--- src/rtl/pipe_stage_skid.sv ---
`default_nettype none
// ============================================================================
// pipe_stage_skid : valid/ready pipeline stage register with optional 2-entry
//                   skid, flush, hold and saturating stall/bubble counters.
// Revision        : 1.0
// ============================================================================
module pipe_stage_skid #(
    parameter int unsigned       WIDTH      = 32,
    parameter int unsigned       SKID       = 1,
    parameter logic [WIDTH-1:0]  BUBBLE_VAL = '0,
    parameter int unsigned       CNTW       = 16
) (
    input  logic             CLK,
    input  logic             nRST,
    input  logic             in_valid,
    output logic             in_ready,
    input  logic [WIDTH-1:0] in_data,
    output logic             out_valid,
    input  logic             out_ready,
    output logic [WIDTH-1:0] out_data,
    input  logic             flush,
    input  logic             hold,
    output logic [CNTW-1:0]  stall_cnt,
    output logic [CNTW-1:0]  bubble_cnt
);

    localparam logic [1:0]      c_st_empty = 2'd0;
    localparam logic [1:0]      c_st_one   = 2'd1;
    localparam logic [1:0]      c_st_full  = 2'd2;
    localparam logic [CNTW-1:0] c_cnt_max  = '1;
    localparam logic [CNTW-1:0] c_cnt_one  = {{(CNTW-1){1'b0}}, 1'b1};

    logic [1:0]       state_q,      state_d;
    logic [WIDTH-1:0] m_data_q,     m_data_d;
    logic [WIDTH-1:0] s_data_q,     s_data_d;
    logic [CNTW-1:0]  stall_cnt_q,  stall_cnt_d;
    logic [CNTW-1:0]  bubble_cnt_q, bubble_cnt_d;

    logic m_valid;
    logic push;
    logic pop;
    logic count_en;

    assign m_valid  = (state_q != c_st_empty);
    assign push     = in_valid && in_ready;
    assign pop      = out_valid && out_ready;
    assign count_en = !flush && !hold;

    // The skid variant decouples in_ready from out_ready; the plain variant
    // passes downstream readiness straight through.
    generate
        if (SKID != 0) begin : g_ready_skid
            assign in_ready = !flush && !hold && (state_q != c_st_full);
        end else begin : g_ready_direct
            assign in_ready = !flush && !hold && (!m_valid || out_ready);
        end
    endgenerate

    always_ff @(posedge CLK or negedge nRST) begin
        if (!nRST) begin
            state_q <= c_st_empty;
        end else begin
            state_q <= state_d;
        end
    end

    always_comb begin
        state_d = state_q;
        if (flush) begin
            state_d = c_st_empty;
        end else if (!hold) begin
            case (state_q)
                c_st_empty: begin
                    if (push) begin
                        state_d = c_st_one;
                    end
                end
                c_st_one: begin
                    if (push && !pop) begin
                        state_d = (SKID != 0) ? c_st_full : c_st_one;
                    end else if (pop && !push) begin
                        state_d = c_st_empty;
                    end
                end
                c_st_full: begin
                    if (pop) begin
                        state_d = c_st_one;
                    end
                end
                default: state_d = c_st_empty;
            endcase
        end
    end

    always_comb begin
        m_data_d = m_data_q;
        s_data_d = s_data_q;
        if (flush) begin
            m_data_d = BUBBLE_VAL;
            s_data_d = BUBBLE_VAL;
        end else if (!hold) begin
            case (state_q)
                c_st_empty: begin
                    if (push) begin
                        m_data_d = in_data;
                    end
                end
                c_st_one: begin
                    if (push && pop) begin
                        m_data_d = in_data;
                    end else if (push) begin
                        s_data_d = in_data;
                    end
                end
                c_st_full: begin
                    if (pop) begin
                        m_data_d = s_data_q;
                        s_data_d = BUBBLE_VAL;
                    end
                end
                default: begin
                    m_data_d = BUBBLE_VAL;
                    s_data_d = BUBBLE_VAL;
                end
            endcase
        end
    end

    // Data stays visible while frozen so a debugger can see the held payload.
    assign out_valid = m_valid && !hold;
    assign out_data  = m_valid ? m_data_q : BUBBLE_VAL;

    always_ff @(posedge CLK or negedge nRST) begin
        if (!nRST) begin
            m_data_q <= BUBBLE_VAL;
        end else begin
            m_data_q <= m_data_d;
        end
    end

    generate
        if (SKID != 0) begin : g_skid_entry
            always_ff @(posedge CLK or negedge nRST) begin
                if (!nRST) begin
                    s_data_q <= BUBBLE_VAL;
                end else begin
                    s_data_q <= s_data_d;
                end
            end
        end else begin : g_no_skid_entry
            logic w_unused_s_data;
            assign s_data_q        = BUBBLE_VAL;
            assign w_unused_s_data = ^s_data_d;
        end
    endgenerate

    always_comb begin
        stall_cnt_d  = stall_cnt_q;
        bubble_cnt_d = bubble_cnt_q;
        if (count_en && m_valid && !out_ready && (stall_cnt_q != c_cnt_max)) begin
            stall_cnt_d = stall_cnt_q + c_cnt_one;
        end
        if (count_en && !m_valid && out_ready && (bubble_cnt_q != c_cnt_max)) begin
            bubble_cnt_d = bubble_cnt_q + c_cnt_one;
        end
    end

    always_ff @(posedge CLK or negedge nRST) begin
        if (!nRST) begin
            stall_cnt_q  <= '0;
            bubble_cnt_q <= '0;
        end else begin
            stall_cnt_q  <= stall_cnt_d;
            bubble_cnt_q <= bubble_cnt_d;
        end
    end

    assign stall_cnt  = stall_cnt_q;
    assign bubble_cnt = bubble_cnt_q;

endmodule
`default_nettype wire
--- config.mk ---
export PLATFORM = sky130hd
export DESIGN_NAME = pipe_stage_skid
export DESIGN_NICKNAME = d
export VERILOG_FILES = /design/src/rtl/pipe_stage_skid.sv
export SDC_FILE = /design/constraint.sdc
export NUM_CORES = 1
export LEC_CHECK = 0
export ABC_AREA = 1
export CAP_MARGIN = 20
export CORE_ASPECT_RATIO = 1.2
export CORE_UTILIZATION = 50
export DETAILED_ROUTE_END_ITERATION = 8
export PLACE_DENSITY = 0.85
export REMOVE_ABC_BUFFERS = 1
export SLEW_MARGIN = 20
export SYNTH_ARGS = -nofsm -noshare
export SYNTH_HDL_FRONTEND = slang
export SYNTH_SLANG_ARGS = --single-unit
--- constraint.sdc ---
create_clock -name CLK -period 4.6 [get_ports CLK]
set_input_delay 0.46 -clock CLK [delete_from_list [all_inputs] [get_ports CLK]]
set_output_delay 0.46 -clock CLK [all_outputs]
set_load 0.01 [all_outputs]
**Word-level counts from Yosys, hierarchy flattened**

Cells that the tools add are included.

- Bits in registers: 98
- Latch bits: 0
- Memory bits (read-only): 0
- Bits of input ports: 38
- RAM bits: 0
- Memories kept: 0
- Output and inout bits: 66

- Divide/modulo/power cells: 0
- Reduce and logical (&&, ||, !) cells: 25
- Multiplexer cells: 19
- Eq/ne operators: 13
- Shift operators: 0
- Bitwise operators: 0
- Add/sub/neg operators: 2
- Order comparisons: 0
- Multipliers: 0

Operators with widths:

| kind | number |
|---|---|
| two-way mux 32 bit | 10 |
| case mux 32 bit (3 select lines) | 2 |
| adder 16 x 1 -> 16 bit, second input constant | 2 |
| inequality test 16 bit, second input constant | 2 |
| inequality test 3 bit, second input constant | 5 |
| logical AND 1 bit | 14 |
| two-way mux 2 bit | 6 |
| AND reduction 4 bit | 2 |
| zero test 1 bit | 6 |
| inequality test 2 bit, second input constant | 3 |
| case mux 2 bit (3 select lines) | 1 |
| AND reduction 5 bit | 1 |
| inequality test 4 bit, second input constant | 1 |
| == test 2 x 1 -> 1 bit, second input constant | 1 |
| == test 2 bit, second input constant | 1 |
| zero test 2 bit | 1 |
| nonzero test 2 bit | 1 |

**Logic depth before layout (Yosys ltp)**

- Word-level depth: 11
- Depth in mapped cells: 10
- Mapped depth without buffers: 9

**Worst setup path after synthesis**

Ideal clock, no wire load.

- Kind: flip-flop to flip-flop
- From: reg stall_cnt_q[0], in the netlist stall_cnt[0]
- To: reg stall_cnt_q[10], in the netlist stall_cnt[10]
- Buffers on the path: 1
- Arrival time: 1.533 ns
- Library setup time: 0.116 ns
- Cell stages (with the launch flop): 10
- Setup slack: 2.950 ns
- Period minus slack after synthesis: 1.650 ns
- Required time: 4.484 ns
- Path through: dfrtp_1 -> ha_1 -> nand3_1 -> nor3_1 -> nand2_1 -> nand2_1 -> nand2_1 -> buf_4 -> nand2_1 -> nand2_1

- Cells in the longest elaborated chain, start to end: 2
- Elaborated cells between the ends (all ways): 3

Ends and longest elaborated chain:

| item | RTL line | RTL |
|---|---|---|
| from (decl) | 36 | `logic [CNTW-1:0] stall_cnt_q, stall_cnt_d;` |
| from (signal assigned) | 173 | `stall_cnt_q <= stall_cnt_d;` |
| branches (longest 2 deep; another with adder 16 x 1 -> 16 bit) | - |  |

Parallel ways; which one is timed is not known.
A chain may end at the register's enable or synchronous reset.

**Worst setup path after layout**

- From: in flush
- To: reg s_data_q[18]

- Cells in the longest elaborated chain, start to end: 7
- Elaborated cells between the ends (all ways): 12

Ends and longest elaborated chain:

| item | RTL line | RTL |
|---|---|---|
| from (decl) | 21 | `input logic flush,` |
| zero test 1 bit | 53 | `assign in_ready = !flush && !hold && (state_q != c_st_full);` |
| logical AND 1 bit (2 in a row) | 53 |  |
| logical AND 1 bit | 45 | `assign push = in_valid && in_ready;` |
| logical AND 1 bit | 109 | `if (push && pop) begin` |
| inequality test 3 bit (no line) | - |  |
| AND reduction 5 bit (no line) | - |  |
| to (signal assigned) | 147 | `s_data_q <= s_data_d;` |
| to (decl) | 35 | `logic [WIDTH-1:0] s_data_q, s_data_d;` |

Parallel ways exist; a longest one is shown, timed or not.

==> run summary <==
The run finished with clean final reports. The height of the die is between 100 and 150 um. The worst max-slew margin expressed relative to the limit came out at a little under two fifths. The combined global-route utilization of all metal layers came out at 23.8%. The number of clock buffers added by TritonCTS is 9. The number of global-route vias before repair came out at 4851.

The top-level port count came out at around 100. The weighted congestion reported at the end of routability-driven placement is between 0.7 and 0.8. The data required time at the worst endpoint came out at 4.83 ns. The total global routing overflow came out at 0. The count of flip-flops with a built-in enable after synthesis came out at 0. Once the floorplan was initialized, standard cells occupied a little over 50% of the core. The wire length of the first global-routing pass came out at about 22000 um.

The upper clock frequency limit is 302 MHz. The layout has around 1000 filler cells. The top fanout value on the critical path came out at 34.

The maximum number of pins on one net before global-route repair is 54. The detailed router finished its first iteration with 307 violations. The register area share after synthesis came out at between 40% and 50%. The post-route fraction of the period consumed by the critical path came out at 71.9%. The minimum period implied by the final worst setup slack came out at around 3.3 ns.

The buffer type at the clock tree root is clkbuf_16. The final number of max-transition violations came out at 0. The number of antenna violations at the first check in global routing came out at 0. For this run, the leading register cell type out of synthesis is dfrtp_1.

Setup slack on the critical path of the routed design comes to ~1.3 ns. The detail-routed net length per standard cell is 12.8 um. The worst register-to-register path ends at s_data_q[18]. STA classifies the critical path startpoint as an input pin. The setup slack on the worst flop-to-flop path is approximately 1.9 ns. In this design, the stage delay of the slowest critical-path cell is between 0.9 and 1 ns. The number of instances in the synthesized netlist came out at roughly 800. The count of nets after finishing is around 920. The post-synthesis cell area came out at 0.00564 mm^2. The detailed-route via count is 5189. The static leakage power came out at between 3 and 4 nW.

The number of nets with antenna violations after routing is 0. The number of cells on the worst reg-to-reg path is 8. TritonCTS built the clock tree. The per-instance average area after synthesis came out at 7.04 um^2.

The number of iterations in the first detailed-routing pass came out at 5. Yosys attributes the largest share of cell area to dfrtp_1 (43%), nand2_1 (18%), inv_1 (7.9%). Relative to the synthesized area, the layout overhead comes to 22.0%. The number of violations of the max-capacitance limit came out at 0. The area used by multi-input combinational logic came out at 0.00250 mm^2. The launch instance of the worst register-to-register path is state_q[0]. In this run the number of cells on the critical path is 8. The power per standard cell area is ~410 mW/mm^2. The overall die area is between 0.01 and 0.015 mm^2. The clock latency on the worst-skew pair is 0.34 ns. The final hold violation count was 0. The critical path ends at s_data_q[18]. The port buffer count came out at a little over 100.

Counting flops and latches in the post-synthesis netlist gives 98. The register area is 0.00245 mm^2. For the pin with the worst max-slew slack, the measured transition is 0.941 ns. The async set-reset flop share out of synthesis came out at 100%.

The most critical setup path has its startpoint at flush. Traced cell by cell, the critical path runs through clkdlybuf4s50_1 > clkinv_2 > nand2_2 > inv_1 > nand2_2 > nand2_4 > nand2_1 > nand2_1. Once the clock tree was built, the setup fixing pass inserted 0 buffers.

The number of different library cells used by synthesis comes to 31. In this run the core area contains 42 standard-cell rows. For this run, the number of Yosys warnings is 0. The post-cts repair resize count is 0.

The path class of the tightest hold or removal check is input pin to async pin. The tree built by TritonCTS fans out to 98 sinks. The clock tree skew after final layout is roughly 0.006 ns.

For this run, design rule violations remaining after detail routing come to 0. After clock tree synthesis, the clock-pin slew on the worst setup and hold paths is 0.07 ns. The total routed wirelength is 13000 um. The cts-stage hold buffer count is 0. At the worst endpoint, the arrival time is 3.54 ns. The setup TNS came out at 0 ns. The post-synthesis cell type with the largest combined area is dfrtp_1.

The post-route netlist has 4.06% of its cells at a drive strength greater than 1. The path type of the worst setup path is input pin to flop. The number of H-tree branching levels came out at 3. The count of buffer and inverter cells on the critical path is 3.

Setup repair after global routing left no endpoint under its margin. The number of vias per cell is 5.10. The share of synthesized area in the top cell type comes to 43.4%. Prior to clock tree synthesis, the placed netlist has a worst setup slack of between 1 and 1.5 ns.

The maximum buffer depth of the clock tree came out at 2. Detailed placement ended at an HPWL of about 8700 um. STA classifies the critical path endpoint as a flop. Broken down by cell family, the worst path's largest delay share belongs to simple AND/OR/NAND/NOR gates. The count of endpoints failing setup in the final report came out at 0. On the critical path, the stage with the largest delay is an instance of clkdlybuf4s50_1. The repair_antennas step left the layout with diodes totalling 0.

IR analysis of the VDD net gives a maximum drop of 0.223 mV. The area of the core region is 0.0110 mm^2. The width of the die is 99.0 um.
-- metrics by stage --
step | std cells | area, um^2 | power [mW] | hold slack (ns) | util, %
2_1_floorplan | 767 | 5420 | 1.74 | 0.164 | -
3_3_place_gp | 1004 | 6630 | 2.14 | 0.455 | 60.0
3_5_place_dp | 1004 | 6630 | 2.17 | 0.458 | 60.0
4_1_cts | 1018 | 6890 | 2.87 | 0.145 | 62.4
5_1_grt | 1018 | 6890 | 3.03 | 0.174 | 62.4
6_report | 1018 | 6890 | 2.85 | 0.124 | 62.4
-- power breakdown --
group / leakage [nW] / internal [mW] / total, mW / switching (mW)
clock network: 0.127 / 0.374 / 0.692 / 0.318
logic: 1.92 / 0.401 / 0.957 / 0.557
registers: 1.32 / 1.04 / 1.20 / 0.151
-- how the worst min path moves through the flow --
stage | startpoint | to | slack [ns]
finish | nRST | bubble_cnt[3] | 0.12
detailed placement | m_data_q[27] | m_data_q[27] | 0.46
CTS | nRST | bubble_cnt[3] | 0.15
global placement | m_data_q[25] | m_data_q[25] | 0.45
floorplan | nRST | bubble_cnt[0] | 0.16
global route | nRST | bubble_cnt[3] | 0.17
-- cells in the final DEF (no fill, tap or decap) --
cell type and count:
nand2_1 278, inv_1 119, clkdlybuf4s50_1 102, dfrtp_1 98, nand3_1 85, nor2_1 78
o22ai_1 32, nor3_1 18, xnor2_1 17, o21ai_0 10, clkbuf_16 9, nand2_2 4
nand4_1 4, nor2_4 3, clkinv_2 3, nand2_4 3, buf_4 3, nor2_2 2
nand3_2 2, or2_1 2, nand3b_1 2, ha_1 2, inv_2 1, o21bai_2 1
inv_4 1, o21ai_4 1, nor3_2 1, xor2_1 1, clkinv_1 1, clkbuf_8 1
clkbuf_1 1, clkinvlp_4 1
-- routing by layer --
metal  track usage (%)  routed length [um]
met3              4.08                 598
met4              8.02                 214
met5                 0                   0
met1              30.3                5770
met2              40.6                6450
-- Yosys cell counts (2+ instances only) --
cell	count
buf_4	11
o21ai_0	10
nand3_1	85
clkbuf_1	9
nor2_1	78
inv_1	119
nand2_4	3
nand3b_1	2
nand2_1	278
ha_1	2
o22ai_1	32
nand3_2	2
nor2_2	2
nor3_1	18
dfrtp_1	98
nand2_2	4
buf_1	2
buf_6	6
xnor2_1	17
nor2_4	3
or2_1	2
nand4_1	4
buf_2	7
-- worst register-to-register path, delay by kind of cell, from the launching register on --
| family | cells | cell delay (ns) |
|---|---|---|
| flip-flops | 1 | 0.45 |
| AND/OR/NAND/NOR | 8 | 2.16 |
-- flip-flops by register name (all words and copies together), names as in the netlist --
name	cells
state_q	2
s_data_q	32
bubble_cnt	16
stall_cnt	16
m_data_q	32
-- cells by family (layout without fill, tap and decap cells) --
kind of cell	after synthesis	after routing	synth area share, %
AOI/OAI and AO/OA	44	44	4.92
DFF	98	98	43.4
adders and majority gates	2	2	0.443
and+or+nand+nor	482	482	36.1
buffers and inverters	158	242	12.3
xor gates and xnor gates	18	18	2.79
-- cell type report --
type,count,area share [%]
timing repair buffer,105,15.2
clock buffer,11,3.52
sequential,98,35.6
tap,132,2.40
clock inverter,3,0.254
multi-input combinational,546,36.3
inverter,123,6.76
Note: power is estimated with default switching activity, not from simulation.
